### src/rtl/instruction_fetch.sv
// PC generation and fetch buffer between word-addressed instruction memory and decode.
// Define IFETCH_PERF_EN to add the perf_fetched / perf_stall counters.
module instruction_fetch #(
  parameter int                ADDR_W     = 32,
  parameter int                DATA_W     = 32,
  parameter int                FIFO_DEPTH = 4,
  parameter logic [ADDR_W-1:0] RESET_PC   = '0
) (
  input  logic                          clk,
  input  logic                          reset,
  output logic [ADDR_W-1:0]             pc,
  output logic                          a_valid,
  input  logic                          a_ready,
  input  logic [DATA_W-1:0]             instruction,
  input  logic                          d_ready,
  output logic                          dec_valid,
  output logic [DATA_W-1:0]             dec_instr,
  output logic [ADDR_W-1:0]             dec_pc,
  input  logic                          dec_ready,
  input  logic                          redirect,
  input  logic [ADDR_W-1:0]             redirect_pc,
  output logic [$clog2(FIFO_DEPTH):0]   fifo_count
`ifdef IFETCH_PERF_EN
  ,
  output logic [31:0]                   perf_fetched,
  output logic [31:0]                   perf_stall
`endif
);

  localparam int PTR_W = $clog2(FIFO_DEPTH);
  localparam int CNT_W = PTR_W + 1;
  localparam logic [CNT_W:0] DEPTH_X = (CNT_W+1)'(FIFO_DEPTH);

  typedef enum logic [1:0] {IDLE, FETCH, DRAIN} state_e;

  state_e             state_q, state_d;
  logic [ADDR_W-1:0]  pc_q, pc_d;
  logic [CNT_W-1:0]   outst_q, outst_d;
  logic [CNT_W-1:0]   drop_q, drop_d;
  logic [CNT_W-1:0]   cnt_q, cnt_d;
  logic [PTR_W-1:0]   wr_q, wr_d, rd_q, rd_d;
  logic [PTR_W-1:0]   tag_wr_q, tag_wr_d, tag_rd_q, tag_rd_d;

  logic [DATA_W-1:0]  buf_instr_q [FIFO_DEPTH];
  logic [ADDR_W-1:0]  buf_pc_q    [FIFO_DEPTH];
  logic [ADDR_W-1:0]  tag_q       [FIFO_DEPTH];

  logic rsp_ok, credit_ok, fire, push, pop, buf_we, tag_we;

  always_comb begin
    state_d   = state_q;
    pc_d      = pc_q;
    outst_d   = outst_q;
    drop_d    = drop_q;
    cnt_d     = cnt_q;
    wr_d      = wr_q;
    rd_d      = rd_q;
    tag_wr_d  = tag_wr_q;
    tag_rd_d  = tag_rd_q;
    a_valid   = 1'b0;
    push      = 1'b0;
    // a response with nothing in flight is a protocol error and is dropped
    rsp_ok    = d_ready && (outst_q != '0);
    credit_ok = ({1'b0, cnt_q} + {1'b0, outst_q}) < DEPTH_X;

    case (state_q)
      IDLE:  state_d = FETCH;
      FETCH: begin
        a_valid = credit_ok;
        push    = rsp_ok;
      end
      DRAIN: begin
        if (rsp_ok) drop_d = drop_q - CNT_W'(1);
        if (drop_d == '0) state_d = FETCH;
      end
      default: state_d = IDLE;
    endcase

    fire    = a_valid && a_ready;
    pop     = dec_valid && dec_ready;
    outst_d = outst_q + CNT_W'(fire) - CNT_W'(rsp_ok);
    if (fire) begin
      pc_d     = pc_q + ADDR_W'(1);
      tag_wr_d = tag_wr_q + PTR_W'(1);
    end
    if (push) begin
      wr_d     = wr_q + PTR_W'(1);
      tag_rd_d = tag_rd_q + PTR_W'(1);
    end
    if (pop) rd_d = rd_q + PTR_W'(1);
    cnt_d  = cnt_q + CNT_W'(push) - CNT_W'(pop);
    buf_we = push && !redirect;
    tag_we = fire && !redirect;

    // every in-flight response, including one fired this cycle, belongs to the old path
    if (redirect) begin
      pc_d     = redirect_pc;
      drop_d   = outst_d;
      cnt_d    = '0;
      wr_d     = '0;
      rd_d     = '0;
      tag_wr_d = '0;
      tag_rd_d = '0;
      state_d  = (outst_d != '0) ? DRAIN : FETCH;
    end
  end

  always_ff @(posedge clk) begin
    if (reset) begin
      state_q  <= IDLE;
      pc_q     <= RESET_PC;
      outst_q  <= '0;
      drop_q   <= '0;
      cnt_q    <= '0;
      wr_q     <= '0;
      rd_q     <= '0;
      tag_wr_q <= '0;
      tag_rd_q <= '0;
    end else begin
      state_q  <= state_d;
      pc_q     <= pc_d;
      outst_q  <= outst_d;
      drop_q   <= drop_d;
      cnt_q    <= cnt_d;
      wr_q     <= wr_d;
      rd_q     <= rd_d;
      tag_wr_q <= tag_wr_d;
      tag_rd_q <= tag_rd_d;
    end
  end

  // storage arrays need no reset; validity comes from the pointers and counts
  always_ff @(posedge clk) begin
    if (tag_we) tag_q[tag_wr_q] <= pc_q;
    if (buf_we) begin
      buf_instr_q[wr_q] <= instruction;
      buf_pc_q[wr_q]    <= tag_q[tag_rd_q];
    end
  end

  assign pc         = pc_q;
  assign fifo_count = cnt_q;
  assign dec_valid  = (cnt_q != '0);
  assign dec_instr  = dec_valid ? buf_instr_q[rd_q] : '0;
  assign dec_pc     = dec_valid ? buf_pc_q[rd_q]    : '0;

`ifdef IFETCH_PERF_EN
  logic [31:0] perf_fetched_q, perf_fetched_d;
  logic [31:0] perf_stall_q, perf_stall_d;
  logic        stall_cyc;

  always_comb begin
    perf_fetched_d = perf_fetched_q;
    perf_stall_d   = perf_stall_q;
    stall_cyc      = ((state_q == FETCH) && !fire) || (state_q == DRAIN);
    if (pop && !redirect && (perf_fetched_q != '1)) perf_fetched_d = perf_fetched_q + 32'd1;
    if (stall_cyc && (perf_stall_q != '1))          perf_stall_d   = perf_stall_q + 32'd1;
  end

  always_ff @(posedge clk) begin
    if (reset) begin
      perf_fetched_q <= '0;
      perf_stall_q   <= '0;
    end else begin
      perf_fetched_q <= perf_fetched_d;
      perf_stall_q   <= perf_stall_d;
    end
  end

  assign perf_fetched = perf_fetched_q;
  assign perf_stall   = perf_stall_q;
`endif

endmodule

### config.mk
export PLATFORM = sky130hd
export DESIGN_NAME = instruction_fetch
export DESIGN_NICKNAME = d
export VERILOG_FILES = /design/src/rtl/instruction_fetch.sv
export SDC_FILE = /design/constraint.sdc
export NUM_CORES = 1
export LEC_CHECK = 0
export CORE_MARGIN = 2
export CORE_UTILIZATION = 40
export DETAILED_ROUTE_END_ITERATION = 16
export SYNTH_ARGS = -nofsm -noshare
export SYNTH_HDL_FRONTEND = slang
export SYNTH_SLANG_ARGS = --single-unit
### constraint.sdc
create_clock -name clk -period 5 [get_ports clk]
set_clock_uncertainty 0.1 [all_clocks]
set_input_delay 0.5 -clock clk [delete_from_list [all_inputs] [get_ports clk]]
set_output_delay 0.5 -clock clk [all_outputs]
set_load 0.05 [all_outputs]
==> impl.org, run 1 <==
** Clock tree
- Number of hold buffers added after cts :: 0
- Sink Count :: 439
- In this run, post-CTS repair resized a total of 0 instances.
- In this run, CTS created clock tree buffers numbering 45.
- The longest clock path from root to sink contains 3 buffers.
- TritonCTS built the clock tree.
- Clock Tree Root :: sky130_fd_sc_hd__clkbuf_16
- H-Tree Level Count :: 2
- Clk slew on worst S/H paths :: 0.06 ns
- The number of setup buffers added after CTS is 0.
- Clock latency on the worst-skew pair, taken at its later pin, is 0.55 ns.

** Synth
- Post-synth net total :: 1019
- Of all cell types, the one taking the most synthesized area is sky130_fd_sc_hd__edfxtp_1.
- Sorting the synthesized cells by area gives the leading types as sky130_fd_sc_hd__edfxtp_1 67%, sky130_fd_sc_hd__mux4_2 13%, sky130_fd_sc_hd__dfxtp_1 6.4%.
- The most used flip-flop cell after synthesis is sky130_fd_sc_hd__edfxtp_1.
- Post-synthesis cell count :: 931
- Synth cell count leaders :: 384 x sky130_fd_sc_hd__edfxtp_1, 96 x sky130_fd_sc_hd__mux4_2, 69 x sky130_fd_sc_hd__and2_1
- Count of yosys warnings during synthesis :: 0
- Most frequent cell after synthesis :: sky130_fd_sc_hd__edfxtp_1
- Asr flop ratio synth :: 0%
- The synthesized design contains 439 register bits.
- Averaged over all synthesized cells, the footprint is 18.5 µm².
- The top cell type by area accounts for 67.0% of the synthesized area.
- Summing the sequential cell areas from Yosys gives 73.4% of the chip area.
- Unique masters post-synth :: 48
- The cell area that synthesis handed to floorplanning was 17200 µm².
- The synthesized design contains 384 enable-type register cells.

** Timing
- In the finished design, the share of the clock period the worst path needs comes to 76.8%.
- At the pin with the least slew margin, the transition time is 1.06 ns.
- Unrepaired setup endpoints after global routing :: false
- The worst pin sits at a relative slew slack of 29.2%.
- Summed negative setup slack over all endpoints :: 0 ns
- The number of pins with negative max-slew slack in the final report is 0.
- Setup violations remaining at the end of the flow were counted as 0.
- Final Critical Period :: 3.84 ns
- Final Hold Slack :: 0.415 ns
- The final hold violation count is 0.
- Derived from the worst setup path, the maximum achievable clock frequency is 0.261 GHz.
- In the post-route analysis, the smallest setup slack over all paths is 1.16 ns.

** Placement
- DP HPWL :: 21.9 mm
- At the end of routability-driven placement, the weighted congestion stood at 0.807.
- Worst Setup Slack post-DPL :: 1.35 ns
- Total of buffers placed on input and output ports :: 170

** Floorplanning
- The die is 211 µm tall.
- Die Outline Area :: 44700 µm²
- Initial core utilization :: 40.7%
- The floorplan step set the die width to 211 µm.
- The core region is 42200 µm².
- Ports placed on the boundary :: 171
- Row generation in the floorplan step produced 75 rows.

** Power and ir drop
- Worst-case vdd ir drop :: 0.218 mV
- Power density normalized to cell area :: 393 nW/µm²
- Pleak :: 0.00656 µW
- Power comes to 8230 µW.

** Worst setup path
- Crit path DAT :: 3.24 ns
- The worst setup path is captured at an output port.
- For the worst setup path, the data required time is 4.40 ns.
- STA classifies the critical path startpoint as a flip-flop.
- Startpoint-to-endpoint class of the critical path :: reg2out
- Worst-path maximum fanout :: 33

** Global routing
- The initial antenna violation count was 0.
- Entering global routing, the biggest net connects 65 pins.
- The first global-routing pass estimated 55.7 mm of wire.
- In the global route stage, overall resource usage came out at 16.6%.
- Overflow left after global routing :: 0
- The via count of the first global-routing pass is 9207.

** Cells and area
- Fraction of final layout cells sized beyond drive strength 1 :: 15.6%
- Fill cell instance count of the final layout :: 3490
- Across the whole layout, storage elements account for 12600 µm².
- Net count of the finished layout :: 1204
- The number of antenna diodes in the final layout is 0.
- The multi-input combinational cells in the finished layout cover a total of 4330 µm².
- From synthesis to final layout, the design area changed by 21.7%.

** Detailed routing
- In the final routed layout, each cell accounts on average for 21.5 µm.
- The first routing iteration left 596 violations.
- Dividing the detail-routed via count by the number of cells gives 5.27.
- In the routed design, unresolved DRC markers number 0.
- First drt pass iteration count :: 5
- Detailed routing inserted a total of 8906 vias.
- Summed over all layers, the routed wires come to 36.2 mm.
- Final antenna-violating net count :: 0

** Flow run
- Across the run, the number of max-cap violations was 0.

** Hold path
- Hold/Removal Path Class :: in2reg

** Run status
- Outcome :: complete, no violations
## cell families (layout without fill, tap and decap cells)
group	after synthesis	count (layout)	share of synthesized area (%)
mux	98	98	12.7
xor+xnor	38	38	1.93
fa+ha+maj	18	18	1.40
buf+inv	68	287	1.53
compound gates	56	56	2.25
simple gates	214	214	6.77
flops	439	439	73.4
## cell type report
| cell class | instances | share of cell area (%) |
|---|---|---|
| sequential | 439 | 60.4 |
| multi-input combinational | 424 | 20.7 |
| timing repair buffer | 185 | 8.96 |
| clock buffer | 68 | 5.99 |
| tap | 539 | 3.22 |
| clock inverter | 13 | 0.418 |
| inverter | 21 | 0.376 |
## critical path, stage by stage (launching register included)
cell	delay (ns)
sky130_fd_sc_hd__dfxtp_4	0.82
sky130_fd_sc_hd__buf_12	0.36
sky130_fd_sc_hd__mux4_2	0.59
sky130_fd_sc_hd__and2_1	0.18
sky130_fd_sc_hd__clkdlybuf4s50_1	0.69
## worst paths after layout
check | startpoint | end | slack, ns | depth (start not counted)
max | flip-flop | dec_pc[0] | 1.16 | 4
min | redirect_pc[4] | pc[4] | 0.42 | 3
max reg2reg | fifo_count[2] | state_q[0] | 1.34 | 13
min reg2reg | wr_q[1] | wr_q[1] | 0.42 | 2
## per-layer routing
metal	track usage, %	part of all wire, %	vias to the layer above	routed length [µm]
li1	-	-	4040	-
met3	3.29	6.0	50	2170
met4	4.03	1.6	0	592
met5	0	0	-	0
met2	26.3	46	280	16800
met1	23.7	46	4536	16700
## metrics by stage
stage | area (µm²) | util [%] | cells
final | 20900 | 49.6 | 1689
after global routing | 20900 | 49.6 | 1689
after CTS | 20900 | 49.6 | 1689
after detailed placement | 19600 | 46.4 | 1608
after global placement | 19600 | 46.4 | 1608
after floorplan | 17200 | - | 931
## registers in the layout, summed over array words and instances, names as in the netlist, 3 cells and up, named ones only
register,count
buf_pc_q,128
fifo_count,3
tag_q,128
buf_instr_q,128
pc,32
outst_q,3
drop_q,3
## cells in the final DEF (no fill, tap or decap), types with 12 or more instances in the layout
master                            count
sky130_fd_sc_hd__nand2_1             31
sky130_fd_sc_hd__edfxtp_1           384
sky130_fd_sc_hd__dfxtp_1             51
sky130_fd_sc_hd__clkbuf_1            21
sky130_fd_sc_hd__clkdlybuf4s50_1    170
sky130_fd_sc_hd__nor4_1              12
sky130_fd_sc_hd__ha_1                16
sky130_fd_sc_hd__mux4_2              96
sky130_fd_sc_hd__xnor2_1             27
sky130_fd_sc_hd__nand3_1             16
sky130_fd_sc_hd__clkbuf_16           47
sky130_fd_sc_hd__and2_1              69
sky130_fd_sc_hd__inv_1               20
sky130_fd_sc_hd__a21oi_1             15
sky130_fd_sc_hd__nor2_1              39
sky130_fd_sc_hd__a211oi_1            15
## report_power, final
group	leakage [µW]	switching, µW	internal [µW]	total (µW)
registers	0.00393	104	4100	4210
clock network	0.000646	1290	1780	3070
logic	0.00198	565	387	952
Note: power is estimated with default switching activity, not from simulation.
==> run 2: changes to the inputs <==
- clock period: 5 -> 3.34 ns (I/O delays scaled with it)
==> run 2 against run 1 <==
  * Sequential power rose by 49%
  * Worst hold slack worse by 0.19 ns
  * Core utilization up 1.4 points
  * Register-to-register slack worse by 1.1 ns
  * Highest routed layer unchanged
  * Clock power up 71%
  * Die area stayed put
  * Combinational power up 54%
  * Largest cell class unchanged
  * Total power rose by 58%
  * Sequential cell count unchanged
  * Clock-buffer cell count up 1
  * First-iteration DRC count fell by 14%
  * Routed wire length rose by 1.6%
==> impl.org, run 2 (synthesized netlist as in run 1, its figures left out) <==
** Hold path
- The startpoint identified for the worst hold timing path is redirect_pc[2].
- Worst Hold Depth :: 3
- The path with the worst hold slack has its endpoint at pc[2].
- The min-delay analysis places its worst path in the category in2reg.

** Cells and area
- 0 antenna diodes ended up in the layout.
- Leaving out filler cells and counting taps, the final layout contains 1714.
- Biggest regs :: buf_instr_q x128, buf_pc_q x128, tag_q x128
- Fill cell instance count of the final layout :: 3466
- Most common library cell in the layout ignoring fill and taps :: sky130_fd_sc_hd__edfxtp_1
- The area growth from synthesis to layout is 25.3%.
- Core utilization of the finished layout :: 51.0%
- The library cells used most frequently in the layout, excluding fill and tap cells, are 384 x sky130_fd_sc_hd__edfxtp_1, 126 x sky130_fd_sc_hd__clkdlybuf4s50_1, 96 x sky130_fd_sc_hd__mux4_2.
- Net count of the finished layout :: 1228
- Cells with a size suffix above 1 make up 18.5% of the layout.

** Clock tree
- Counting the buffers created by CTS gives 47.
- H-Tree Level Count :: 2
- Once the clock tree was built, the setup fixing pass inserted 0 buffers.
- TritonCTS built the clock tree.
- The cell sitting at the root of the clock tree is a sky130_fd_sc_hd__clkbuf_16.
- The clock passes through at most 3 buffers.
- Clock latency on the worst-skew pair, taken at its later pin, is 0.57 ns.
- Number of hold buffers added after cts :: 0
- Sink Count :: 439
- Clock-pin slew was measured on the worst setup and hold paths at 0.06 ns.
- In this run, post-CTS repair resized a total of 13 instances.

** Worst setup path
- Worst-path maximum fanout :: 16
- The setup check on the worst reg-to-reg path leaves a slack of 0.28 ns.
- Startpoint-to-endpoint class of the critical path :: reg2out
- Data on the critical path is required at its endpoint by 2.91 ns.
- Critical R2R Capture :: state_q[0]
- The number of cells on the worst reg-to-reg path is 13.
- Crit path DAT :: 2.77 ns
- Critical path endpoint category :: output port
- The worst register-to-register path begins at outst_q[2].
- Launching element type of the critical path :: flip-flop

** Timing
- For the pin with the worst max-slew slack, the measured transition is 0.635 ns.
- Relative max-transition margin :: 57.6%
- Final setup violation count :: 0
- Fmax :: 0.312 GHz
- The number of pins with negative max-slew slack in the final report was 0.
- Final worst setup slack :: 0.138 ns
- Setup repair after global routing left no endpoint under its margin.
- Final hold viol count :: 0
- The smallest clock period supported by the final layout is computed as 3.20 ns.
- Summed negative setup slack over all endpoints :: 0 ns
- Share of the clock period used by the worst path :: 95.9%
- Hold timing on the final database bottoms out at a slack of 0.228 ns.

** Floorplanning
- During I/O placement, the number of pins put on the boundary was 171.
- Once the floorplan was initialized, standard cells occupied 40.7% of the core.
- DIE HEIGHT :: 211 µm
- From left edge to right edge, the die measures 211 µm.
- The region available for standard cell placement spans 42200 µm².
- Row generation in the floorplan step produced 75 rows.
- The die covers 44700 µm².

** Detailed routing
- Drt drc :: 0
- The detailed router finished its first iteration with 510 violations.
- Dividing the detail-routed wire length by the instance count gives 21.5 µm.
- For this run, the detailed router's first-pass iteration total came to 5.
- Via count :: 8994
- Total wire length after detailed routing :: 36.8 mm
- Final antenna-violating net count :: 0
- After detailed routing, the number of vias per cell comes to 5.25.

** Global routing
- Antenna violations before repair :: 0
- After global routing the overflow that remains totals 0.
- The first global-routing pass estimated 56.3 mm of wire.
- Maximum number of pins on one net before global-route repair :: 66
- Number of global-route vias before repair :: 9288
- For this run, the total global-route usage over all layers was measured as 16.9%.

** Placement
- Placed cells :: 1630
- The HPWL after detailed placement is 22.9 mm.
- Before CTS, the worst setup slack after placement is 0.166 ns.
- Final weighted congestion in routability-driven placement :: 0.799
- Total of buffers placed on input and output ports :: 170

** Run status
- The run finished with clean final reports.

** Power and ir drop
- In this run the power spent charging and discharging nets is 3040 µW.
- Power density normalized to cell area :: 603 nW/µm²
- Worst-case vdd ir drop :: 0.323 mV
- Cell internal power was estimated by the tool at 9960 µW.
- Flop pwr share :: 48.3%
- Power share of the clock group :: 40.4%
- Pleak :: 0.00747 µW
- Share of total power consumed by net switching :: 23.4%
- Combinational logic is responsible for 11.3% of the overall power.

** Flow run
- The tool flagged a number of max-cap violations equal to 0.
run 2: worst max path at each step:
stage                  startpoint             to  slack (ns)  depth (start not counted)
floorplan           fifo_count[2]     state_q[0]        0.14                         13
global placement          a_ready     state_q[0]        0.20                         13
detailed placement        a_ready     state_q[0]        0.17                         13
CTS                     flip-flop     dec_pc[24]       0.001                          4
global route            flip-flop  dec_instr[25]      0.0008                          4
finish                  flip-flop  dec_instr[25]        0.14                          4
run 2: layer usage:
| metal | vias up | track usage (%) | wire [µm] |
|---|---|---|---|
| met2 | 259 | 27.0 | 17300 |
| li1 | 4102 | - | - |
| met4 | 0 | 5.05 | 843 |
| met1 | 4585 | 23.3 | 16400 |
| met5 | - | 0 | 0 |
| met3 | 48 | 3.92 | 2310 |
run 2: critical path, cell delays in order (launching register included):
cell                              delay (ns)
sky130_fd_sc_hd__dfxtp_4                0.57
sky130_fd_sc_hd__buf_12                 0.24
sky130_fd_sc_hd__mux4_2                 0.52
sky130_fd_sc_hd__and2_1                 0.17
sky130_fd_sc_hd__clkdlybuf4s50_1        0.69
run 2: through the flow:
stage / power, µW / area (µm²)
floorplan: 7310 / 17200
global placement: 7880 / 19900
detailed placement: 7890 / 19900
CTS: 13100 / 21500
global route: 13500 / 21600
finish: 13000 / 21600
run 2: power by group through the flow:
stage	Sequential, µW	Combinational, µW	Clock, µW
after floorplan	6440	868	0
after global placement	6390	1490	0
after detailed placement	6390	1500	0
after CTS	6280	1490	5380
after global routing	6300	1580	5580
final	6280	1470	5250
run 2: final cells by class:
| cell class | instances | area, µm² | share of cell area [%] |
|---|---|---|---|
| Clock inverter | 15 | 200 | 0.929 |
| Tap cell | 539 | 674 | 3.13 |
| Clock buffer | 69 | 1370 | 6.36 |
| Timing Repair Buffer | 207 | 2270 | 10.5 |
| Sequential cell | 439 | 12600 | 58.6 |
| Multi-Input combinational cell | 424 | 4320 | 20.1 |
| Inverter | 21 | 78.8 | 0.366 |
